==> src/rtl/gates_pipe.sv <==
// Two-stage bitwise gate pipeline with valid/ready backpressure, result flags
// and a completed-transaction counter.
module gates_pipe #(
    parameter int WIDTH = 8,
    parameter int CNT_W = 16
) (
    input  logic             clk,
    input  logic             rst_n,
    input  logic             clr,
    input  logic             in_valid,
    output logic             in_ready,
    input  logic [WIDTH-1:0] a,
    input  logic [WIDTH-1:0] b,
    input  logic [2:0]       op,
    output logic             out_valid,
    input  logic             out_ready,
    output logic [WIDTH-1:0] y,
    output logic             y_zero,
    output logic             y_parity,
    output logic [CNT_W-1:0] op_count
);

    logic             s1_valid_q, s1_valid_d;
    logic [WIDTH-1:0] a_q, a_d;
    logic [WIDTH-1:0] b_q, b_d;
    logic [2:0]       op_q, op_d;
    logic             s2_valid_q, s2_valid_d;
    logic [WIDTH-1:0] y_q, y_d;
    logic             y_zero_q, y_zero_d;
    logic             y_parity_q, y_parity_d;
    logic [CNT_W-1:0] count_q, count_d;

    logic             s2_adv;
    logic             s1_adv;
    logic [WIDTH-1:0] result;

    assign s2_adv    = !s2_valid_q || out_ready;
    assign s1_adv    = !s1_valid_q || s2_adv;
    assign in_ready  = s1_adv && !clr;
    assign out_valid = s2_valid_q;
    assign y         = y_q;
    assign y_zero    = y_zero_q;
    assign y_parity  = y_parity_q;
    assign op_count  = count_q;

    always_comb begin
        result = a_q;
        case (op_q)
            3'd0:    result = a_q & b_q;
            3'd1:    result = ~(a_q & b_q);
            3'd2:    result = a_q | b_q;
            3'd3:    result = ~(a_q | b_q);
            3'd4:    result = a_q ^ b_q;
            3'd5:    result = ~(a_q ^ b_q);
            3'd6:    result = ~a_q;
            default: result = a_q;
        endcase
    end

    // Flags are registered alongside y so they always describe the held result.
    always_comb begin
        s1_valid_d = s1_valid_q;
        a_d        = a_q;
        b_d        = b_q;
        op_d       = op_q;
        s2_valid_d = s2_valid_q;
        y_d        = y_q;
        y_zero_d   = y_zero_q;
        y_parity_d = y_parity_q;
        count_d    = count_q;
        if (clr) begin
            s1_valid_d = 1'b0;
            s2_valid_d = 1'b0;
            count_d    = '0;
        end else begin
            if (s2_adv) begin
                s2_valid_d = s1_valid_q;
                if (s1_valid_q) begin
                    y_d        = result;
                    y_zero_d   = (result == '0);
                    y_parity_d = ^result;
                end
            end
            if (s1_adv) begin
                s1_valid_d = in_valid;
                if (in_valid) begin
                    a_d  = a;
                    b_d  = b;
                    op_d = op;
                end
            end
            if (s2_valid_q && out_ready) begin
                count_d = count_q + CNT_W'(1);
            end
        end
    end

    always_ff @(posedge clk or negedge rst_n) begin
        if (!rst_n) begin
            s1_valid_q <= 1'b0;
            a_q        <= '0;
            b_q        <= '0;
            op_q       <= '0;
            s2_valid_q <= 1'b0;
            y_q        <= '0;
            y_zero_q   <= 1'b1;
            y_parity_q <= 1'b0;
            count_q    <= '0;
        end else begin
            s1_valid_q <= s1_valid_d;
            a_q        <= a_d;
            b_q        <= b_d;
            op_q       <= op_d;
            s2_valid_q <= s2_valid_d;
            y_q        <= y_d;
            y_zero_q   <= y_zero_d;
            y_parity_q <= y_parity_d;
            count_q    <= count_d;
        end
    end

endmodule

==> config.mk <==
export PLATFORM = sky130hd
export DESIGN_NAME = gates_pipe
export DESIGN_NICKNAME = d
export VERILOG_FILES = /design/src/rtl/gates_pipe.sv
export SDC_FILE = /design/constraint.sdc
export NUM_CORES = 1
export LEC_CHECK = 0
export CORE_MARGIN = 3
export CORE_UTILIZATION = 52
export CTS_CLUSTER_DIAMETER = 120
export DETAILED_ROUTE_END_ITERATION = 10
export PLACE_DENSITY = 0.79
export SLEW_MARGIN = 0
export SYNTH_ARGS = -nofsm -noshare
export SYNTH_HDL_FRONTEND = slang
export SYNTH_SLANG_ARGS = --single-unit
export TNS_END_PERCENT = 30
==> constraint.sdc <==
create_clock -name clk -period 2.7 [get_ports clk]
set_input_delay 0.54 -clock clk [delete_from_list [all_inputs] [get_ports clk]]
set_output_delay 0.54 -clock clk [all_outputs]
set_load 0.03 [all_outputs]
# Yosys cells after proc, flatten, opt, wreduce, memory -nomap -nowiden
# Index checks and enable logic that the tools add are counted.
totals:
  register_bits: 47
  latchBits: 0
  ram_bits: 0
  rom_bits: 0
  inputBits: 24
  out_inout_bits: 28
  word_cells: 46
  mem_count: 0
op_classes:
  add_sub_neg: 1
  n_mul: 0
  n_div: 0
  magnitude_cmp: 0
  n_eq_ne: 6
  shift: 0
  mux: 7
  bitwise: 8
  reduce_logical: 15
ops:
  columns: ["cell", "count"]
  rows:
  - ["one-hot mux 8 bit (7 select lines)", 1]
  - ["2-to-1 mux 16 bit", 2]
  - ["inverter 8 bit", 4]
  - ["adder 16 x 1 -> 16 bit (second input constant)", 1]
  - ["equality test 3 bit (second input constant)", 3]
  - ["AND 8 bit", 1]
  - ["logical NOT 8 bit", 1]
  - ["OR 8 bit", 1]
  - ["XOR reduction 8 bit", 1]
  - ["bitwise XOR 8 bit", 1]
  - ["equality test 3 x 2 -> 1 bit (second input constant)", 2]
  - ["AND reduction 3 bit", 2]
  - ["nonzero test 2 bit", 3]
  - ["2-to-1 mux 1 bit", 4]
  - ["equality test 3 x 1 -> 1 bit (second input constant)", 1]
  - ["logical NOT 1 bit", 3]
  - ["logical NOT 3 bit", 1]
  - ["logical AND 1 bit", 2]
  - ["logical OR 1 bit", 2]
  - ["inverter 1 bit", 1]

# Longest topological paths before layout
# Gate-level depths: netlist of run 1.
logic_depth:
  word_depth: 5
  mapped_depth: 9

# Least setup slack after synthesis of run 1
# Ideal clock, no wire load.
synth_path:
  kind: "register to register"
  startpoint: "reg a_q[2]"
  endpoint: "reg y_parity_q (netlist: y_parity)"
  setup_time_ns: 0.128
  arrival_time_ns: 1.956
  t_required_ns: 2.572
  setup_slack_ns: 0.616
  path_stages_with_launch: 9
  path_buffers: 0
  period_less_slack_ns: 2.084
  path_cell_list: "dfrtp_1 > inv_1 > ha_1 > mux4_2 > xnor2_1 > ha_1 > xnor2_1 > xnor2_1 > a21oi_1"
synth_via:
  elab_chain_cells: 4
synth_rtl:
  columns: ["item", "line_no", "rtl"]
  rows:
  - ["start: declaration", "24", "logic [WIDTH-1:0] a_q, a_d;"]
  - ["start signal: assignment", "101", "a_q <= '0;"]
  - ["start signal: assignment", "111", "a_q <= a_d;"]
  - ["bitwise XOR 8 bit, or another cell as far along", "53, 54", null]
  - ["inverter 8 bit, on equally long branches", "54, 50, 52", null]
  - ["one-hot mux 8 bit (7 select lines) (*)", "48", "case (op_q)"]
  - ["XOR reduction 8 bit (*)", "81", "y_parity_d = ^result;"]
  - ["end signal: assignment", "117", "y_parity_q <= y_parity_d;"]
  - ["end: declaration", "30", "logic y_parity_q, y_parity_d;"]
# Every way passes the cells marked *; elsewhere a longest branch is shown, timed or not.
# A chain may end at the register's enable or synchronous reset.

# Worst setup path after layout of run 1
layout_path:
  startpoint: "reg a_q[7]"
  endpoint: "reg y_parity_q (netlist: y_parity)"
# Same word-level chain as after synthesis.

==> results.sh, run 1 <==
export IMPL_io_pins=52
export IMPL_top_layer="met4"
export IMPL_synth_common_cells="dfrtp_1, inv_1, ha_1"
export IMPL_start_util_pct=55.0
export IMPL_hold_buffers=0
export IMPL_viasPerCell=5.25
export IMPL_numCtsBuffers=5
export IMPL_drtAntennaViolNets=0
export IMPL_groute_usage_overall_pct=18.8
export IMPL_cts_sinks=47
export IMPL_wl_met2_mm=2.32
export IMPL_synth_seq_cells=47
export IMPL_post_cts_resized=0
export IMPL_post_cts_setup_buffer_count=0
export IMPL_h_tree_depth=2
export IMPL_met3_length_um=203
export IMPL_critPathCaptureType="register"
export IMPL_synth_top_area_share_pct=43.4
export IMPL_num_antenna_cells=0
export IMPL_cell_internal_pwr_w=0.00154
export IMPL_grt_pass1_vias=1825
export IMPL_dp_slack_ns=0.366
export IMPL_slew_viol_final=0
export IMPL_ys_warn_count=0
export IMPL_synthTopCellsByArea="dfrtp_1, ha_1, mux2_1"
export IMPL_max_stage_delay_ns=0.46
export IMPL_p_clk_share_pct=23.2
export IMPL_ys_seq_area_share_pct=44.4
export IMPL_fin_crit_ns=2.34
export IMPL_finalClockSkew_ns=0.00686
export IMPL_area_delta_synth_final_pct=25.5
export IMPL_post_route_drc_count=0
export IMPL_path_cells="inv_1 > ha_1 > mux4_2 > xnor2_1 > ha_1 > xnor2_1 > xnor2_1 > a21oi_1"
export IMPL_num_vias=1854
export IMPL_core_area_um2=4820
export IMPL_maxCapViolCount=0
export IMPL_p_seq_share_pct=39.6
export IMPL_synth_nets=278
export IMPL_wl_met1_mm=2.37
export IMPL_hold_viol_final=0
export IMPL_yosys_area_top_type="dfrtp_1"
export IMPL_clk_path_buf_depth=2
export IMPL_hold_path_class="in -> async"
export IMPL_fp_dieArea_um2=5990
export IMPL_cp_data_required_time_ns=2.88
export IMPL_leakagePower_nw=1.47
export IMPL_chipWidth_um=77.4
export IMPL_p_switching_w=0.000758
export IMPL_setup_viol=0
export IMPL_drtPass1Iterations=4
export IMPL_dp_hpwl_mm=3.91
export IMPL_p_comb_share_pct=37.2
export IMPL_power_density_nw_per_um2=692
export IMPL_timing_final_crit_share_pct=86.8
export IMPL_place_inst=345
export IMPL_fp_row_count=25
export IMPL_synth_edff_count=0
export IMPL_synth_cell_types=34
export IMPL_tightestPinTransition_ns=0.464
export IMPL_drt_total_wl_mm=4.99
export IMPL_grt_start_max_net_pins=35
export IMPL_drive_gt1_share_pct=9.79
export IMPL_cp_arrival_ns=2.53
export IMPL_worst_hold_slack_ns=0.122
export IMPL_antenna_found_initial=0
export IMPL_setup_ws_ns=0.357
export IMPL_synth_avg_cell_area_um2=11.4
export IMPL_yosysMostFrequentCell="dfrtp_1"
export IMPL_overflow=0
export IMPL_cts_root_buffer="clkbuf_8"
export IMPL_crit_fanout=3
export IMPL_portBuffers=51
export IMPL_setup_tns_ns=0
export IMPL_fmax_ghz=0.427
export IMPL_async_flop_share_pct=100
export IMPL_grt_pass1_wl_mm=8.96
export IMPL_cts_tree="built"
export IMPL_final_net_count=330
export IMPL_cpMostUsedCell="xnor2_1"
export IMPL_drt_iter0_drc=61
export IMPL_postSynthCellCount=233
export IMPL_die_h_um=77.4
export IMPL_stdcell_count=353
export IMPL_syn_cell_area_um2=2650
export IMPL_outcome="finished clean"
export IMPL_clock_latency_ns=0.30
export IMPL_cts_reportedPaths_clkPinSlew_ns=0.09
export IMPL_gp_congestion=0.736
export IMPL_critical_path_class="reg -> reg"
export IMPL_synth_ff_type="dfrtp_1"
export IMPL_drt_wirelength_per_cell_um=14.1
export IMPL_irDropWorstVdd_uv=428
export IMPL_swShare_pct=32.9
export IMPL_cpMaxStageDelayCell="mux4_2"
export IMPL_utilization_pct=69.0
export IMPL_rsz0062_at_grt="false"
export IMPL_relSlewSlack_pct=69.1
export IMPL_cp_start_kind="register"
[worst max-delay path, delay by kind of cell, from the launching register on]
kind | cells | cell delay, ns
compound gates | 1 | 0.09
xor+xnor | 3 | 0.58
fa+ha+maj | 2 | 0.59
buf+inv | 1 | 0.09
flops | 1 | 0.42
mux | 1 | 0.46
[power groups by stage]
stage                     sequential [W]  clock (W)  combinational [W]
after global placement          0.000922          0           0.000835
after detailed placement        0.000927          0           0.000864
after global routing            0.000934   0.000578           0.000941
after floorplan                  0.00101          0           0.000479
after CTS                       0.000914   0.000543           0.000871
final                           0.000911   0.000534           0.000857
[path summary, 6_finish.rpt]
| kind | startpoint | to | slack (ns) | cells past startpoint |
|---|---|---|---|---|
| max | a_q[7] | y_parity | 0.36 | 8 |
| min | rst_n | y[6] | 0.12 | 1 |
| max reg2reg | a_q[7] | y_parity | 0.36 | 8 |
| min reg2reg | y_zero | y_zero | 0.48 | 2 |
| max in group asynchronous | rst_n | y_zero | 1.84 | 2 |
| min in group clk | y_zero | y_zero | 0.48 | 2 |
[cells by family after synthesis]
kind of cell	Yosys count	share of synthesized area [%]
and+or+nand+nor	55	12.1
DFF	47	44.4
buffers and inverters	40	6.33
muxes	33	17.1
adders and majority gates	21	9.91
xor gates and xnor gates	20	6.61
AOI/OAI and AO/OA	17	3.45
[cell type report]
| type | instances | area (um2) |
|---|---|---|
| Multi-Input combinational cell | 146 | 1310 |
| Timing Repair Buffer | 54 | 526 |
| Clock buffer | 6 | 82.6 |
| Inverter | 31 | 116 |
| Tap cell | 67 | 83.8 |
| Sequential cell | 47 | 1180 |
| Clock inverter | 2 | 35.0 |
| Fill cell | 387 | 1490 |
[layout by cell type (no fill, tap or decap), drive strengths merged]
master	Yosys	final
dfstp	1	1
or3	2	2
xor2	7	7
clkinv	0	1
dfrtp	46	46
nor3	1	1
buf	6	5
a21oi	12	12
bufinv	0	1
nand2	10	10
and2	1	1
and3	1	1
mux2	19	19
nor2	16	16
inv	31	31
clkbuf	3	6
or4	4	4
ha	21	21
o21ai	4	4
nor3b	1	1
o31ai	1	1
clkdlybuf4s50	0	49
mux4	8	8
and4	2	2
mux2i	6	6
nor2b	2	2
nand4	9	9
xnor2	13	13
nand3	6	6
[through the flow]
step	total power [W]	area, um2
finish	0.00230	3330
global route	0.00245	3330
CTS	0.00233	3330
detailed placement	0.00179	3210
global placement	0.00176	3210
floorplan	0.00149	2650
[per-layer routing]
metal | global-route usage [%] | vias up
met5 | 0 | -
met4 | 6.41 | 0
met3 | 4.18 | 8
met2 | 28.3 | 40
met1 | 27.0 | 915
li1 | - | 891
[sequential cells by signal, summed over array words and instances (netlist names)]
register and flops:
y_zero 1, op_q 3, y_parity 1, op_count 16
out_valid 1, a_q 8, y 8, s1_valid_q 1
b_q 8
No activity file was read; power rests on OpenSTA's default activity.
==> run 2: changes to the inputs <==
Settings changed: ABC_CLOCK_PERIOD_IN_PS set to 2700, CAP_MARGIN set to 20.
==> results of run 2 <==
Same layout as run 1: the final DEF is identical, and so are final timing and power.
==> run 3: changes to the inputs <==
Settings changed: CTS_CLUSTER_DIAMETER 120 to unset, PLACE_DENSITY 0.79 to 0.8.
==> results.sh, run 3 (same netlist as run 1, synthesis figures left out) <==
export IMPL_area_delta_synth_final_pct=25.5
export IMPL_grtUsageMet3_pct=5.22
export IMPL_maxCapViolCount=0
export IMPL_dp_hpwl_mm=3.69
export IMPL_p_seq_share_pct=39.6
export IMPL_p_comb_share_pct=36.8
export IMPL_regToRegStartpoint="op_q[2]"
export IMPL_post_cts_resized=0
export IMPL_start_util_pct=55.0
export IMPL_core_area_um2=4820
export IMPL_critical_path_buf_inv_count=0
export IMPL_cts_sinks=47
export IMPL_cpMostUsedCell="xnor2_1"
export IMPL_clock_latency_ns=0.31
export IMPL_die_h_um=77.4
export IMPL_cts_reportedPaths_clkPinSlew_ns=0.08
export IMPL_cts_tree="built"
export IMPL_outcome="finished clean"
export IMPL_setup_tns_ns=0
export IMPL_final_area_um2=3330
export IMPL_num_vias=1814
export IMPL_grt_pass1_wl_mm=8.56
export IMPL_num_antenna_cells=0
export IMPL_post_route_drc_count=0
export IMPL_grt_util_met2_pct=26.4
export IMPL_overflow=0
export IMPL_mostFrequentLayoutCells="clkdlybuf4s50_1, dfrtp_1, inv_1"
export IMPL_rr_worst_depth=6
export IMPL_cp_start_kind="register"
export IMPL_rr_endpoint="y_parity"
export IMPL_h_tree_depth=2
export IMPL_fp_dieArea_um2=5990
export IMPL_fp_row_count=25
export IMPL_drt_wirelength_per_cell_um=13.7
export IMPL_io_pins=52
export IMPL_critPathCaptureType="register"
export IMPL_numCtsBuffers=5
export IMPL_final_net_count=330
export IMPL_critical_path_class="reg -> reg"
export IMPL_cp_num_cells=6
export IMPL_grt_busiest_layer="met2"
export IMPL_irDropWorstVdd_uv=389
export IMPL_chipWidth_um=77.4
export IMPL_cp_data_required_time_ns=2.89
export IMPL_hold_buffers=0
export IMPL_drive_gt1_share_pct=9.79
export IMPL_antenna_found_initial=0
export IMPL_fmax_ghz=0.441
export IMPL_slew_viol_final=0
export IMPL_hold_path_class="in -> async"
export IMPL_drt_iter0_drc=84
export IMPL_viasPerCell=5.14
export IMPL_gp_congestion=0.750
export IMPL_hold_viol_final=0
export IMPL_timing_final_crit_share_pct=84.0
export IMPL_setup_viol=0
export IMPL_groute_usage_overall_pct=18.1
export IMPL_tightestPinTransition_ns=0.572
export IMPL_p_switching_w=0.000747
export IMPL_setup_ws_ns=0.431
export IMPL_relSlewSlack_pct=61.8
export IMPL_use_met1_pct=25.5
export IMPL_post_cts_setup_buffer_count=0
export IMPL_crit_family="flip-flops"
export IMPL_p_clk_share_pct=23.6
export IMPL_max_stage_delay_ns=0.65
export IMPL_portBuffers=51
export IMPL_drtPass1Iterations=4
export IMPL_crit_fanout=9
export IMPL_cp_arrival_ns=2.46
export IMPL_fin_crit_ns=2.27
export IMPL_path_cells="mux4_2 > xnor2_1 > ha_1 > xnor2_1 > xnor2_1 > a21oi_1"
export IMPL_swShare_pct=32.6
export IMPL_cts_root_buffer="clkbuf_8"
export IMPL_rsz0062_at_grt="false"
export IMPL_largest_register_ffs=16
export IMPL_clk_path_buf_depth=2
export IMPL_power_density_nw_per_um2=689
export IMPL_place_area_um2=3210
export IMPL_drt_total_wl_mm=4.84
export IMPL_worst_hold_slack_ns=0.223
export IMPL_layout_commonest_cell="clkdlybuf4s50_1"
export IMPL_leakagePower_nw=1.47
export IMPL_finalClockSkew_ns=0.0109
export IMPL_drtAntennaViolNets=0
export IMPL_r2r_setup_slack_ns=0.43
export IMPL_grt_start_max_net_pins=27
export IMPL_dp_slack_ns=0.384
export IMPL_cpMaxStageDelayCell="dfrtp_1"
export IMPL_grt_pass1_vias=1764
export IMPL_cell_internal_pwr_w=0.00154
-- run 3: cell counts in the layout (fill, tap and decap cells not counted) --
Identical to the previous run, type by type.
-- run 3: final cells by class --
class                           count  area, um2
Clock inverter                      2       35.0
Fill cell                         371       1490
Inverter                           31        116
Clock buffer                        6       82.6
Multi-Input combinational cell    146       1310
Tap cell                           67       83.8
Timing Repair Buffer               54        526
Sequential cell                    47       1180
-- run 3: per-stage QoR --
step | instances | power (W) | utilization (%)
floorplan | 233 | 0.00149 | -
global placement | 345 | 0.00176 | 66.6
detailed placement | 345 | 0.00177 | 66.6
CTS | 353 | 0.00232 | 69.0
global route | 353 | 0.00245 | 69.0
finish | 353 | 0.00229 | 69.0
-- run 3: power by group through the flow --
stage / logic (W) / registers, W / clock network [W]
3_5_place_dp: 0.000848 / 0.000924 / 0
2_1_floorplan: 0.000479 / 0.00101 / 0
3_3_place_gp: 0.000838 / 0.000921 / 0
4_1_cts: 0.000854 / 0.000912 / 0.000549
6_report: 0.000843 / 0.000908 / 0.000540
5_1_grt: 0.000939 / 0.000931 / 0.000584
-- run 3: per-layer routing --
metal	wire [um]	share of wire [%]
met1	2320	48
met2	2200	46
met3	234	4.8
met4	79	1.6
met5	0	0
-- run 3: how the worst max path moves through the flow --
stage	from	end
after detailed placement	op_q[2]	y_parity
after floorplan	a_q[2]	y_parity
after CTS	op_q[2]	y_parity
final	op_q[2]	y_parity
after global routing	op_q[2]	y_parity
after global placement	out_ready	op_count[14]
